$ cat src/rtl/alu_issue_stage.sv
// alu_issue_stage: registered ID/EX stage feeding the ALU.
//   - Decodes opcode/funct3/funct7[5] into a 4-bit ALU operation.
//   - Resolves rs1/rs2 forwarding (EX/MEM over MEM/WB over register file).
//   - Selects ALU operands and holds results in an output register plus one skid entry.
// Ports:
//   clk, rst_n (async active-low), flush (sync kill of held and incoming entries)
//   in_*      : upstream decoded instruction with in_valid/in_ready handshake
//   fwd_ex_*  : EX/MEM forwarding source;  fwd_wb_* : MEM/WB forwarding source
//   out_valid/out_ready handshake, alu_op, alu_in_a, alu_in_b, out_rd_addr,
//   out_rs2_data, out_pc to the ALU / downstream.
// ALU op encoding: ADD=0 SUB=1 SLL=2 SLT=3 SLTU=4 XOR=5 SRL=6 SRA=7 OR=8 AND=9 invalid=15.
module alu_issue_stage #(
  parameter int unsigned XLEN       = 32,
  parameter int unsigned REG_ADDR_W = 5
) (
  input  logic                  clk,
  input  logic                  rst_n,
  input  logic                  flush,
  input  logic                  in_valid,
  output logic                  in_ready,
  input  logic [6:0]            in_opcode,
  input  logic [2:0]            in_funct3,
  input  logic                  in_funct7_5,
  input  logic [XLEN-1:0]       in_pc,
  input  logic [XLEN-1:0]       in_imm,
  input  logic [REG_ADDR_W-1:0] in_rs1_addr,
  input  logic [REG_ADDR_W-1:0] in_rs2_addr,
  input  logic [REG_ADDR_W-1:0] in_rd_addr,
  input  logic [XLEN-1:0]       in_rs1_data,
  input  logic [XLEN-1:0]       in_rs2_data,
  input  logic                  fwd_ex_valid,
  input  logic [REG_ADDR_W-1:0] fwd_ex_rd,
  input  logic [XLEN-1:0]       fwd_ex_data,
  input  logic                  fwd_wb_valid,
  input  logic [REG_ADDR_W-1:0] fwd_wb_rd,
  input  logic [XLEN-1:0]       fwd_wb_data,
  output logic                  out_valid,
  input  logic                  out_ready,
  output logic [3:0]            alu_op,
  output logic [XLEN-1:0]       alu_in_a,
  output logic [XLEN-1:0]       alu_in_b,
  output logic [REG_ADDR_W-1:0] out_rd_addr,
  output logic [XLEN-1:0]       out_rs2_data,
  output logic [XLEN-1:0]       out_pc
);

  localparam logic [3:0] OpAdd  = 4'd0;
  localparam logic [3:0] OpSub  = 4'd1;
  localparam logic [3:0] OpSll  = 4'd2;
  localparam logic [3:0] OpSlt  = 4'd3;
  localparam logic [3:0] OpSltu = 4'd4;
  localparam logic [3:0] OpXor  = 4'd5;
  localparam logic [3:0] OpSrl  = 4'd6;
  localparam logic [3:0] OpSra  = 4'd7;
  localparam logic [3:0] OpOr   = 4'd8;
  localparam logic [3:0] OpAnd  = 4'd9;
  localparam logic [3:0] OpInv  = 4'd15;

  typedef struct packed {
    logic [3:0]            op;
    logic [XLEN-1:0]       a;
    logic [XLEN-1:0]       b;
    logic [REG_ADDR_W-1:0] rd;
    logic [XLEN-1:0]       rs2;
    logic [XLEN-1:0]       pc;
  } entry_t;

  localparam entry_t EntryRst = '{op: OpInv, a: '0, b: '0, rd: '0, rs2: '0, pc: '0};

  entry_t out_q, out_d, skid_q, skid_d, new_entry;
  logic   out_valid_q, out_valid_d, skid_valid_q, skid_valid_d;
  // Holds in_ready low until the first edge after reset release.
  logic   live_q, live_d;

  logic [XLEN-1:0] rs1_fwd, rs2_fwd;
  logic [3:0]      reg_op;
  logic            accept;

  assign in_ready = live_q & ~skid_valid_q;
  assign accept   = in_valid & in_ready & ~flush;

  // Forwarding: x0 never forwards, EX/MEM has priority over MEM/WB.
  always_comb begin
    rs1_fwd = in_rs1_data;
    if (in_rs1_addr != '0 && fwd_ex_valid && fwd_ex_rd == in_rs1_addr) begin
      rs1_fwd = fwd_ex_data;
    end else if (in_rs1_addr != '0 && fwd_wb_valid && fwd_wb_rd == in_rs1_addr) begin
      rs1_fwd = fwd_wb_data;
    end
    rs2_fwd = in_rs2_data;
    if (in_rs2_addr != '0 && fwd_ex_valid && fwd_ex_rd == in_rs2_addr) begin
      rs2_fwd = fwd_ex_data;
    end else if (in_rs2_addr != '0 && fwd_wb_valid && fwd_wb_rd == in_rs2_addr) begin
      rs2_fwd = fwd_wb_data;
    end
  end

  // funct3 to ALU op for OP/OP-IMM, with funct7[5] applied to ADD and shifts.
  always_comb begin
    reg_op = OpAdd;
    unique case (in_funct3)
      3'b000: reg_op = in_funct7_5 ? OpSub : OpAdd;
      3'b001: reg_op = OpSll;
      3'b010: reg_op = OpSlt;
      3'b011: reg_op = OpSltu;
      3'b100: reg_op = OpXor;
      3'b101: reg_op = in_funct7_5 ? OpSra : OpSrl;
      3'b110: reg_op = OpOr;
      3'b111: reg_op = OpAnd;
      default: reg_op = OpAdd;
    endcase
  end

  always_comb begin
    new_entry     = EntryRst;
    new_entry.rd  = in_rd_addr;
    new_entry.rs2 = rs2_fwd;
    new_entry.pc  = in_pc;
    unique case (in_opcode)
      7'b0110011: begin
        new_entry.op = reg_op;
        new_entry.a  = rs1_fwd;
        new_entry.b  = rs2_fwd;
      end
      7'b0010011: begin
        // funct7[5] only distinguishes SRAI; ADDI never becomes SUB.
        new_entry.op = (in_funct3 == 3'b000) ? OpAdd : reg_op;
        new_entry.a  = rs1_fwd;
        new_entry.b  = in_imm;
      end
      7'b0110111: begin
        new_entry.op = OpAdd;
        new_entry.b  = in_imm;
      end
      7'b0010111: begin
        new_entry.op = OpAdd;
        new_entry.a  = in_pc;
        new_entry.b  = in_imm;
      end
      7'b0000011, 7'b0100011: begin
        new_entry.op = OpAdd;
        new_entry.a  = rs1_fwd;
        new_entry.b  = in_imm;
      end
      7'b1100011: begin
        new_entry.a = rs1_fwd;
        new_entry.b = rs2_fwd;
        unique case (in_funct3[2:1])
          2'b00:   new_entry.op = OpSub;
          2'b10:   new_entry.op = OpSlt;
          2'b11:   new_entry.op = OpSltu;
          default: new_entry.op = OpInv;
        endcase
      end
      7'b1101111, 7'b1100111: begin
        new_entry.op = OpAdd;
        new_entry.a  = in_pc;
        new_entry.b  = XLEN'(4);
      end
      default: ;
    endcase
  end

  always_comb begin
    out_d        = out_q;
    skid_d       = skid_q;
    out_valid_d  = out_valid_q;
    skid_valid_d = skid_valid_q;
    live_d       = 1'b1;
    if (flush) begin
      out_valid_d  = 1'b0;
      skid_valid_d = 1'b0;
    end else if (skid_valid_q) begin
      // Skid full implies output full and in_ready low, so no accept here.
      if (out_ready) begin
        out_d        = skid_q;
        skid_valid_d = 1'b0;
      end
    end else if (accept) begin
      if (!out_valid_q || out_ready) begin
        out_d       = new_entry;
        out_valid_d = 1'b1;
      end else begin
        skid_d       = new_entry;
        skid_valid_d = 1'b1;
      end
    end else if (out_ready) begin
      out_valid_d = 1'b0;
    end
  end

  always_ff @(posedge clk or negedge rst_n) begin
    if (!rst_n) begin
      out_q        <= EntryRst;
      skid_q       <= EntryRst;
      out_valid_q  <= 1'b0;
      skid_valid_q <= 1'b0;
      live_q       <= 1'b0;
    end else begin
      out_q        <= out_d;
      skid_q       <= skid_d;
      out_valid_q  <= out_valid_d;
      skid_valid_q <= skid_valid_d;
      live_q       <= live_d;
    end
  end

  assign out_valid    = out_valid_q;
  assign alu_op       = out_q.op;
  assign alu_in_a     = out_q.a;
  assign alu_in_b     = out_q.b;
  assign out_rd_addr  = out_q.rd;
  assign out_rs2_data = out_q.rs2;
  assign out_pc       = out_q.pc;

endmodule

$ cat config.mk
export PLATFORM = sky130hd
export DESIGN_NAME = alu_issue_stage
export DESIGN_NICKNAME = d
export VERILOG_FILES = /design/src/rtl/alu_issue_stage.sv
export SDC_FILE = /design/constraint.sdc
export NUM_CORES = 1
export LEC_CHECK = 0
export CAP_MARGIN = 10
export CORE_MARGIN = 4
export CORE_UTILIZATION = 50
export CTS_CLUSTER_DIAMETER = 200
export DETAILED_ROUTE_END_ITERATION = 7
export MAX_ROUTING_LAYER = met4
export PLACE_DENSITY = 0.81
export SYNTH_ARGS = -nofsm -noshare
export SYNTH_HDL_FRONTEND = slang
export SYNTH_SLANG_ARGS = --single-unit
$ cat constraint.sdc
create_clock -name clk -period 3.3 [get_ports clk]
set_input_delay 0.66 -clock clk [delete_from_list [all_inputs] [get_ports clk]]
set_output_delay 0.66 -clock clk [all_outputs]
set_load 0.02 [all_outputs]
; ---- Word-level counts from Yosys, hierarchy flattened
; Index checks and enable logic that the tools add are counted.
[word_totals]
register_bits = 277
output_inout_bits = 139
[op_classes]
muxes = 26
reduce_logical = 26
bitwise_logic = 6
eq_ne = 25
[op_table]
columns = cell, count
row1 = $mux 137, 4
row2 = $mux 32, 4
row3 = $pmux 32 s3, 1
row4 = $pmux 32 s2, 1
row5 = $pmux 4 s8, 1
row6 = $eq 7x6->1 const B, 3
row7 = $eq 7x7->1 const B, 3
row8 = $eq 5x5->1, 4
row9 = $pmux 4 s4, 1
row10 = $eq 7x5->1 const B, 2
row11 = $eq 3x3->1 const B, 4
row12 = $mux 1, 12
row13 = $pmux 4 s3, 1
row14 = $reduce_bool 5->1, 2
row15 = $reduce_or 5->1, 2
row16 = $logic_and 1x1->1, 8
row17 = $reduce_and 4->1, 2
row18 = $eq 7x2->1 const B, 1
row19 = $eq 3x2->1 const B, 2
row20 = $reduce_or 6->1, 1
row21 = $eq 2x2->1 const B, 2
row22 = $mux 4, 1
row23 = $ne 2x2->1 const B, 2
row24 = $reduce_bool 2->1, 2
row25 = 12 further kinds, 17

; ---- Depth between registers and ports, before layout
; Gate-level depths: netlist (run 1).
[logic_depth]
depth_word = 9
ltp_mapped = 9

; ---- Worst setup path before layout (run 1)
; Ideal clock, no wire load.
[synth_path]
path_type = input to register
start = input in_rs2_addr[0]
end = register skid_q[48] in the netlist's numbering
path_stages = 6
setup_time_ps = 125
required_ps = 3175
path_slack_ps = 941
arrival_ps = 2234
cell_sequence = or4_4 > o211ai_4 > nor2_2 > buf_6 > o31a_1 > mux2_2
[synth_between]
elab_chain_cells = 5
elab_cells_between_ends = 9
[synth_rtl]
columns = item, line
row1 = from (decl), 27  ; input logic [REG_ADDR_W-1:0] in_rs2_addr,
row2 = $reduce_bool 5->1, "91, 93"
row3 = $logic_and 1x1->1 (2 in series), 93  ; end else if (in_rs2_addr != '0 && fwd_wb_valid && fwd_wb_rd == in_rs2_addr) begin
row4 = $mux 32, 93
row5 = $mux 32 *, 91  ; if (in_rs2_addr != '0 && fwd_ex_valid && fwd_ex_rd == in_rs2_addr) begin
row6 = to (signal assigned), 195  ; skid_q <= EntryRst;
row7 = to (signal assigned), 201  ; skid_q <= skid_d;
row8 = to (decl), 70  ; entry_t out_q, out_d, skid_q, skid_d, new_entry;
; Every way passes the cells marked *; elsewhere a longest branch is shown, timed or not.
; A chain may end at the register's enable or synchronous reset.

; ---- Final worst setup path (run 1)
[layout_path]
start = input fwd_wb_rd[2]
end = register out_q (netlist bit alu_in_b[9])
[layout_between]
elab_chain_cells = 8
[layout_rtl]
columns = item, line
row1 = from (decl), 35  ; input logic [REG_ADDR_W-1:0] fwd_wb_rd,
row2 = $eq 5x5->1, 93
row3 = $logic_and 1x1->1, 93
row4 = $mux 32, 93
row5 = $mux 32, 91
row6 = $pmux 32 s3, 119  ; unique case (in_opcode)
row7 = $mux 137, 180  ; if (!out_valid_q || out_ready) begin
row8 = $mux 137, 179  ; end else if (accept) begin
row9 = $mux 137, 173  ; end else if (skid_valid_q) begin
row10 = to (signal assigned), 194  ; out_q <= EntryRst;
row11 = to (signal assigned), 200  ; out_q <= out_d;
row12 = to (decl), 70
; Every way passes these cells. The select of a mux whose other input is x is not followed.

==> qor.yml, run 1 <==
run_status:
  status: "completed"
run:
  max-cap-violations: 0
detailed_routing:
  first_pass_iters: 6
  vias: 14374
  drc_errors: 0
  wl_per_cell_um: 25.3
  drt_iter0_drc: 1624
  wl_um: 56500
  drt-vias-per-instance: 6.43
  ant_nets: 0
global_routing:
  grt_pass1_vias: 13963
  grt_pass1_wl_um: 84900
  grt_remaining_overflow: 0
  grt_max_degree: 77
  antenna_found_initial: 10
  track_usage_pct: 34.0
yosys:
  synth_area_leaders: "dfrtp_1 46%, a31oi_1 7.4%, mux2_2 5.3%"
  synth_compound_area_share_pct: 24.3
  yosys_register_bits: 277
  synthAdderAreaFrac_pct: 0.254
  synth_cells: 1492
  netlist-cell-type-count: 57
  muxShareOfSynthArea_pct: 7.84
  synth-xor-area-share_pct: 1.19
  synth_edf_count: 0
  synth_top_family_by_area: "compound AO/OA/AOI/OAI gates"
  syn_avg_cell_area_um2: 9.89
  synth_area_um2: 14800
  netlist.area_leader.share_pct: 45.6
  synth_flop_cell: "dfrtp_1"
  ys_seq_area_share_pct: 47.0
  yosysTopAreaCell: "dfrtp_1"
  synth-simple-area-share_pct: 14.5
  ys_async_sr_fraction_pct: 100
  yosys_warnings: 0
  syn_nets: 1730
clock_network:
  worst_setup_hold_path_clk_slew_ps: 60
  cts_tree: "yes"
  numClockSinks: 277
  cts_buffer_depth: 3
  ctsRootBufferMaster: "clkbuf_16"
  cts.repair.resized: 0
  numCtsBuffers: 30
  post_cts_buffers: 0
  htreeDepth: 1
  clk_latency_ps: 560
  hold_buffers: 0
sta:
  tns_ps: 0
  setup_viol: 0
  fmax_mhz: 357
  period_share_pct: 85.0
  hold_violations: 0
  period_minus_slack_ps: 2800
  skew_ps: 8.42
  rsz0062_at_grt: "false"
  hold_slack_ps: 78.0
  max-slew-margin-rel_pct: 28.3
  fin_ws_ps: 495
  worst_slew_pin_slew_ps: 1080
  maxSlewViolCount: 0
finish:
  fill_cells: 2164
  fin_nets: 2057
  final_cells: 2235
  fin_area_um2: 20200
  area_growth_pct: 36.9
  layout-drive-gt1-share_pct: 13.2
min_path:
  hold_path_class: "in2async"
critical_path:
  cp.required_ps: 3760
  regToRegStartpoint: "skid_valid_q"
  end_kind: "flop"
  startpoint: "fwd_wb_rd[2]"
  crit_path_max_fanout: 23
  worstSetupPathType: "in2reg"
  cp-start-kind: "input port"
  critPathArrivalTime_ps: 3260
die:
  dieArea_um2: 32300
  fp.dieW_um: 180
  core_um2: 28900
  io_pins: 374
  rows: 62
  start_util_pct: 51.0
  die_h_um: 180
pwr:
  irDropWorstVdd_v: 0.000402
  power.density_nw_per_um2: 542
  p_leak_nw: 8.05
placement:
  dpl.cell_count: 2171
  place_ws_ps: 27.4
  hpwlAfterDp_um: 40100
  place.gp.congestion: 1.03
  numPortBuffers: 373
  placed_area_um2: 19100
-- cells in the mapped netlist (all sizes together), types with 2 or more instances --
cell type	n
nand3b	96
xnor2	9
o22ai	3
dfstp	8
nand3	20
buf	22
mux2	69
nor2	75
a211o	15
dfrtp	269
o31a	34
clkbuf	121
a22oi	31
o21ai	124
a21oi	15
nor2b	4
and2	3
mux2i	38
nand2b	3
nand2	77
inv	37
and4	18
and3b	2
a21boi	32
nand4	16
nor4	5
ha	3
o221a	32
a31oi	175
and3	38
nor3	17
xor2	11
o31ai	48
a211oi	7
-- worst max-delay path, cell delays in order --
cell and delay (ps):
clkdlybuf4s50_1 440, or2_2 310, o21ai_2 830, buf_4 340, nand4_1 140, a211o_1 320
a31oi_1 230
-- cells in the final DEF, fill, tap and decap left out, types with 7 or more instances in the layout --
master and instances:
a21boi_0 32, mux2i_1 38, o21ai_0 122, diode_2 10, dfrtp_1 268, and3_1 37, clkbuf_16 31, nor3_1 15
clkdlybuf4s50_1 372, buf_4 53, dfstp_2 8, nand3b_1 96, nand4_1 16, xnor2_1 9, buf_12 12, inv_1 37
clkbuf_1 7, a22oi_1 31, xor2_1 11, o221a_2 32, a31oi_1 175, a211o_1 15, clkbuf_8 9, o31ai_1 48
nor2_1 73, and4_1 18, a21oi_1 14, o31a_1 34, nand3_1 20, nand2_1 77, mux2_2 69
-- area by class of cell --
| type | instances | area (um^2) | share of cell area (%) |
|---|---|---|---|
| diodes | 10 | 25.0 | 0.124 |
| inverters | 37 | 139 | 0.687 |
| repair buffers | 438 | 4380 | 21.7 |
| clock inverters | 7 | 135 | 0.669 |
| multi-input cells | 1035 | 7180 | 35.5 |
| well taps | 384 | 480 | 2.38 |
| clock buffers | 47 | 926 | 4.58 |
| flip-flops and latches | 277 | 6950 | 34.4 |
-- state kept, by name (all words and copies together) (netlist names) --
signal and cells:
live_q 1, out_rd_addr 5, out_valid 1, out_pc 32, skid_q 137, alu_in_b 32, alu_op 4, out_rs2_data 32
skid_valid_q 1, alu_in_a 32
-- cells by family (layout without fill, tap and decap cells) --
kind of cell             after synthesis  after routing
AO/OA/AOI/OAI                        525            525
AND/OR/NAND/NOR                      379            379
flip-flops                           277            277
buffers and inverters                180            529
multiplexers                         107            107
XOR/XNOR                              20             20
adder cells (fa/ha/maj)                3              3
other                                  1             11
-- per-layer routing --
metal,routed length [um],vias up,GRT usage (%)
li1,-,6311,-
met1,22300,7050,44.4
met2,25700,871,51.9
met3,5950,142,8.43
met4,2530,0,12.4
met5,0,-,-
-- path summary, 6_finish.rpt --
path | end | slack [ps] | cells past startpoint
min | skid_q[32] | 80 | 1
min in group clk | out_pc[17] | 480 | 2
max in group asynchronous | alu_op[2] | 2320 | 2
max reg2reg | alu_in_b[15] | 880 | 6
max | alu_in_b[9] | 500 | 7
min reg2reg | out_pc[17] | 480 | 2
-- per-stage QoR --
stage,power (mW),utilization (%)
6_report,11.0,69.8
5_1_grt,11.4,69.8
4_1_cts,11.0,69.8
3_5_place_dp,7.36,66.1
3_3_place_gp,7.28,66.1
2_1_floorplan,5.80,-
-- power by group --
| group | internal, mW | switching, mW |
|---|---|---|
| registers | 4.08 | 0.383 |
| clock network | 2.22 | 1.38 |
| logic | 1.43 | 1.47 |
| total | 7.73 | 3.23 |
Note: power is estimated with default switching activity, not from simulation.
==> run 2: changes to the inputs <==
==> constraint.sdc (replaced) <==
create_clock -name clk -period 2.6 [get_ports clk]
set_input_delay 0.52 -clock clk [delete_from_list [all_inputs] [get_ports clk]]
set_output_delay 0.52 -clock clk [all_outputs]
set_load 0.02 [all_outputs]
==> run 2 against run 1 <==
Worst hold slack better by 400 ps. Sequential power increased by 27%. Design area grew 3.4%. Cell count is 2.8% higher. Non-clock buffer count rose by 56. Core utilization grew 2.4 points. Count of clock-buffer cells in the layout shrank 2. Sequential cell count is the same. Sequential share of layout area is 1.1 points lower. Clock skew increased by 5.0 ps. Register-to-register slack got worse by 410 ps. Global-route usage up 0.53 points.
==> qor.yml, run 2 (synthesis gave the netlist of run 1 again) <==
clock_network:
  numCtsBuffers: 29  # was 30
  clk_latency_ps: 550  # was 560 ps
  htreeDepth: 1  # unchanged
  cts_buffer_depth: 3  # unchanged
  worst_setup_hold_path_clk_slew_ps: 60  # about the same
  ctsRootBufferMaster: "clkbuf_16"  # unchanged
  cts_tree: "yes"  # unchanged
  numClockSinks: 277  # unchanged
  post_cts_buffers: 0  # unchanged
detailed_routing:
  drt-vias-per-instance: 6.45  # was 6.43
  wl_met3_um: 5750  # was 5950 um
  ant_nets: 0  # unchanged
  wl_um: 57300  # was 56500 um
  wl_met2_um: 25900  # was 25700 um
  routed.top_layer: "met4"  # unchanged
  wl_per_cell_um: 25.0  # was 25.3 um
  drt_iter0_drc: 1777  # was 1624
  first_pass_iters: 7  # was 6
  vias: 14815  # was 14374
  drt-met1-wl_um: 22900  # was 22300 um
  drc_errors: 0  # unchanged
finish:
  fill_cells: 2098  # was 2164
  largest_reg_flops: 137  # unchanged
  final_util_pct: 72.2  # was 69.8%
  final_common_cell: "clkdlybuf4s50_1"  # unchanged
  multiInputGateArea_um2: 7180  # unchanged
  regMostFlops: "skid_q"  # unchanged
  fin_area_um2: 20900  # was 20200 um^2
  seqCellArea_um2: 6950  # unchanged
  fin_nets: 2112  # was 2057
  area_growth_pct: 41.6  # was 36.9%
  layout-drive-gt1-share_pct: 15.7  # was 13.2%
  most-common-layout-cells: "372 x clkdlybuf4s50_1, 268 x dfrtp_1, 175 x a31oi_1"  # unchanged
pwr:
  power.density_nw_per_um2: 664  # was 542 nW/um^2
  intPower_mw: 9.77  # was 7.73 mW
  switching_share_pct: 29.6  # was 29.5%
  combPwrFrac_pct: 27.1  # was 26.5%
  clock_power_share_pct: 32.0  # was 32.8%
  p_leak_nw: 8.39  # was 8.05 nW
  irDropWorstVdd_v: 0.000487  # was 0.000402 V
  switchingPower_mw: 4.11  # was 3.23 mW
  power_frac_seq_pct: 40.8  # was 40.7%
sta:
  setup_viol: 0  # unchanged
  period_share_pct: 93.9
  rsz0062_at_grt: "false"  # unchanged
  maxSlewViolCount: 0  # unchanged
  hold_violations: 0  # unchanged
  period_minus_slack_ps: 2440
  max-slew-margin-rel_pct: 52.4  # was 28.3%
  fmax_mhz: 410
  skew_ps: 13.4  # was 8.42 ps
  worst_slew_pin_slew_ps: 715  # was 1080 ps
  fin_ws_ps: 159  # was 495 ps
placement:
  hpwlAfterDp_um: 41000  # was 40100 um
  place_ws_ps: -379  # was 27.4 ps
  place.gp.congestion: 1.02  # was 1.03
  placed_area_um2: 19800  # was 19100 um^2
  numPortBuffers: 373  # unchanged
global_routing:
  track_usage_pct: 34.5  # was 34.0%
  grt_max_degree: 121  # was 77
  grt_remaining_overflow: 0  # unchanged
  antenna_found_initial: 15  # was 10
  grt_pass1_wl_um: 86600  # was 84900 um
  grt_pass1_vias: 14564  # was 13963
die:
  core_um2: 28900  # unchanged
  start_util_pct: 51.0  # unchanged
  rows: 62  # unchanged
  io_pins: 374  # unchanged
  die_h_um: 180  # unchanged
  fp.dieW_um: 180  # unchanged
  dieArea_um2: 32300  # unchanged
critical_path:
  crit_path_max_fanout: 64  # was 23
  cp.required_ps: 3030  # was 3760 ps
  worstSetupPathType: "in2reg"  # unchanged
  rr_endpoint: "alu_op[0]"  # was alu_in_b[15]
  reg2reg_slack_ps: 470  # was 880 ps
  rr_worst_depth: 5  # was 6
  end_kind: "flop"  # unchanged
  regToRegStartpoint: "skid_valid_q"  # unchanged
  critPathArrivalTime_ps: 2870  # was 3260 ps
  cp-start-kind: "input port"  # unchanged
min_path:
  holdPathStages: 2
  hold-path-endpoint: "out_pc[15]"
  hold_path_class: "reg2reg"  # was in2async
  min-delay-start: "out_pc[15]"
run:
  max-cap-violations: 0  # unchanged
run_status:
  status: "completed"  # unchanged
[run 2: cell types whose count changed in the layout (fill, tap and decap cells not counted)]
cell / previous run / this run
diode_2: 10 / 17
clkbuf_16: 31 / 29
inv_6: 0 / 1
dlygate4sd3_1: 0 / 1
buf_4: 53 / 85
buf_12: 12 / 35
[run 2: stage by stage]
stage          instances  power (mW)  hold WS [ps]  TNS, ps
2_1_floorplan       1492        7.37           224        0
3_3_place_gp        2226        9.31           460   -15010
3_5_place_dp        2226        9.43           469   -24900
4_1_cts             2280        13.9           482        0
5_1_grt             2296        14.4           498        0
6_report            2297        13.9           476        0
[run 2: timing repair]
action,CTS,global route
endpoints found under the hold margin,61,0
hold buffers,1,0
resized for setup,0,0
[run 2: worst max-delay path by stage]
stage | startpoint | endpoint | depth (start not counted)
floorplan | skid_valid_q | skid_q[126] | 9
global placement | fwd_wb_rd[2] | skid_q[101] | 9
detailed placement | fwd_wb_rd[2] | skid_q[112] | 9
CTS | fwd_wb_rd[2] | skid_q[112] | 9
global route | fwd_wb_rd[2] | skid_q[112] | 9
finish | fwd_wb_rd[2] | skid_q[112] | 9
[run 2: power groups by stage]
stage               Clock (mW)  Combinational [mW]  Sequential [mW]
floorplan                    0                1.25             6.11
global placement             0                3.64             5.66
detailed placement           0                3.72             5.70
CTS                       4.45                3.75             5.65
global route              4.64                3.99             5.74
finish                    4.44                3.77             5.67
[run 2: final cells by class]
type / instances / share of cell area, %
diodes: 17 / 0.204
clock inverters: 8 / 0.689
clock buffers: 45 / 4.19
well taps: 384 / 2.30
flip-flops and latches: 277 / 33.2
inverters: 37 / 0.665
multi-input cells: 1035 / 34.4
repair buffers: 494 / 24.3
[run 2: per-layer routing]
layer,global-route usage (%),vias to the layer above
li1,-,6429
met1,45.9,7276
met2,51.8,934
met3,7.28,176
met4,14.5,0
met5,-,-
[run 2: critical path, cell delays in order]
cell and delay, ps:
clkdlybuf4s50_1 450, buf_4 160, xor2_1 180, nor4_4 330, buf_12 270, a21boi_0 150
o31ai_1 490, buf_4 210, a31oi_1 80
==> run 3: changes to the inputs <==
--- a/config.mk
+++ b/config.mk
@@ -10,6 +10,7 @@
 export CORE_UTILIZATION = 50
 export CTS_CLUSTER_DIAMETER = 200
 export DETAILED_ROUTE_END_ITERATION = 7
+export GPL_TIMING_DRIVEN = 0
 export MAX_ROUTING_LAYER = met4
 export PLACE_DENSITY = 0.81
 export SYNTH_ARGS = -nofsm -noshare
==> run 3 against run 2 <==
Sequential cell count stayed put. Count of clock-buffer cells in the layout rose by 1. Die area unchanged. Clock power is 2% lower. Largest power group unchanged. Maximum frequency down 5.9%. Non-clock buffer count is 32 higher. First-iteration DRC count is 7.7% lower. Sequential share of layout area increased by 0.63 points. Sequential power barely moved. Core utilization decreased by 1.4 points.
==> qor.yml, run 3 (synthesis gave the netlist of run 1 again) <==
critical_path:
  cp-start-kind: "flop"  # was input port
  reg2reg_slack_ps: 7  # was 470 ps
  cp.required_ps: 3070  # was 3030 ps
  end_kind: "flop"  # unchanged
  worstSetupPathType: "reg2reg"  # was in2reg
  crit_path_max_fanout: 10  # was 64
  critPathArrivalTime_ps: 3060  # was 2870 ps
  cpPeakStageDelay_ps: 560  # was 490 ps
  slowest_stage: "dfrtp_2"  # was o31ai_1
  cp_cell_sequence: "o21ba_2 > nor3_4 > buf_4 > clkbuf_2 > clkbuf_1 > o21ai_0 > a31oi_1"  # was clkdlybuf4s50_1 > buf_4 > xor2_1 > nor4_4 > buf_12 > a21boi_0 > o31ai_1 > buf_4 > a31oi_1
sta:
  hold_slack_ps: 479  # was 476 ps
  period_minus_slack_ps: 2590  # was 2440 ps
  worst_slew_pin_slew_ps: 827  # was 715 ps
  fmax_mhz: 386  # was 410 MHz
  skew_ps: 10.1  # was 13.4 ps
  setup_viol: 0  # unchanged
  maxSlewViolCount: 0  # unchanged
  hold_violations: 0  # unchanged
  max-slew-margin-rel_pct: 44.9  # was 52.4%
  tns_ps: 0  # unchanged
  period_share_pct: 99.7  # was 93.9%
die:
  core_um2: 28900  # unchanged
  die_h_um: 180  # unchanged
  fp.dieW_um: 180  # unchanged
  rows: 62  # unchanged
  dieArea_um2: 32300  # unchanged
  io_pins: 374  # unchanged
  start_util_pct: 51.0  # unchanged
global_routing:
  grt_max_degree: 104  # was 121
  grt_remaining_overflow: 0  # unchanged
  track_usage_pct: 38.1  # was 34.5%
  grt_pass1_wl_um: 93000  # was 86600 um
  antenna_found_initial: 14  # was 15
  grt_pass1_vias: 15160  # was 14564
detailed_routing:
  drt_iter0_drc: 1641  # was 1777
  ant_nets: 0  # unchanged
  routed.top_layer: "met4"  # unchanged
  drt-met1-wl_um: 25000  # was 22900 um
  first_pass_iters: 8  # was 7
  drc_errors: 0  # unchanged
  drt-vias-per-instance: 6.51  # was 6.45
  wl_um: 62600  # was 57300 um
  wl_met2_um: 28100  # was 25900 um
  wl_met3_um: 6220  # was 5750 um
  vias: 15156  # was 14815
  wl_per_cell_um: 26.9  # was 25.0 um
clock_network:
  cts_buffer_depth: 3  # unchanged
  htreeDepth: 1  # unchanged
  clk_latency_ps: 570  # was 550 ps
  numClockSinks: 277  # unchanged
  ctsRootBufferMaster: "clkbuf_16"  # unchanged
  cts_tree: "yes"  # unchanged
  numCtsBuffers: 30  # was 29
  worst_setup_hold_path_clk_slew_ps: 60  # about the same
placement:
  place.gp.congestion: 0.998  # was 1.02
  placed_area_um2: 19100  # was 19800 um^2
  hpwlAfterDp_um: 47900  # was 41000 um
  dpl.cell_count: 2254  # was 2226
  numPortBuffers: 373  # unchanged
run_status:
  status: "completed"  # unchanged
pwr:
  p_leak_nw: 8.12  # was 8.39 nW
  power_frac_seq_pct: 41.1  # was 40.8%
  clock_power_share_pct: 31.6  # was 32.0%
  intPower_mw: 9.57  # was 9.77 mW
  finalPower_mw: 13.8  # was 13.9 mW
  switching_share_pct: 30.5  # was 29.6%
  power.density_nw_per_um2: 671  # was 664 nW/um^2
  combPwrFrac_pct: 27.3  # was 27.1%
  irDropWorstVdd_v: 0.000687  # was 0.000487 V
  switchingPower_mw: 4.19  # was 4.11 mW
finish:
  area_growth_pct: 38.9  # was 41.6%
  most-common-layout-cells: "372 x clkdlybuf4s50_1, 268 x dfrtp_1, 165 x a31oi_1"  # was 372 x clkdlybuf4s50_1, 268 x dfrtp_1, 175 x a31oi_1
  final_common_cell: "clkdlybuf4s50_1"  # unchanged
  regMostFlops: "skid_q"  # unchanged
  fin_area_um2: 20500  # was 20900 um^2
  fill_cells: 2150  # was 2098
  fin_nets: 2145  # was 2112
  largest_reg_flops: 137  # unchanged
  final_cells: 2327  # was 2297
  layout-drive-gt1-share_pct: 14.3  # was 15.7%
min_path:
  hold_path_class: "reg2reg"  # unchanged
run:
  max-cap-violations: 0  # unchanged
## run 3: final cells by class
cell class	count	area, um^2	share of cell area [%]
Clock inverter	8	129	0.629
Sequential cell	277	6940	33.9
Antenna cell	14	35.0	0.171
Timing Repair Buffer	389	3930	19.2
Multi-Input combinational cell	1035	7360	35.9
Tap cell	384	480	2.34
Buffer	137	627	3.06
Inverter	37	139	0.677
Clock buffer	46	861	4.20
## run 3: final timing paths
path,startpoint,end,cells past startpoint
worst max-delay path,skid_valid_q,alu_in_b[0],7
worst min-delay path,out_rd_addr[2],out_rd_addr[2],2
worst max register to register,skid_valid_q,alu_in_b[0],7
worst min register to register,out_rd_addr[2],out_rd_addr[2],2
max in group asynchronous,rst_n,out_pc[17],3
min in group asynchronous,rst_n,out_rs2_data[6],2
## run 3: through the flow
step	util [%]	setup slack [ps]
6_report	70.9	6.93
2_1_floorplan	-	341
3_5_place_dp	66.0	-1280
5_1_grt	70.9	-24.0
4_1_cts	70.3	5.15
3_3_place_gp	65.6	-10740
## run 3: worst max-delay path, delay by kind of cell, from the launching register on
| kind | cells | cell delay [ps] |
|---|---|---|
| buf+inv | 3 | 920 |
| simple gates | 1 | 300 |
| compound gates | 3 | 700 |
| flops | 1 | 560 |
## run 3: layer usage
metal	vias up	track usage (%)
li1	6508	-
met1	7554	49.3
met2	907	56.9
met3	187	9.94
met4	0	17.1
met5	-	-
## run 3: timing repair
| action | CTS | global route |
|---|---|---|
| endpoints found under the setup margin | 267 | 202 |
| buffers inserted | 7 | 3 |
| resized for setup | 46 | 85 |
| hold buffers | 1 | 0 |
| pin swaps | 4 | 4 |
| endpoints found under the hold margin | 72 | 0 |
## run 3: power by group through the flow
stage                     clock [mW]  combinational, mW  sequential (mW)
final                           4.35               3.75             5.66
after global routing            4.54               3.96             5.74
after CTS                       4.35               3.71             5.64
after detailed placement           0               3.65             5.70
after global placement             0               3.57             5.68
after floorplan                    0               1.25             6.11
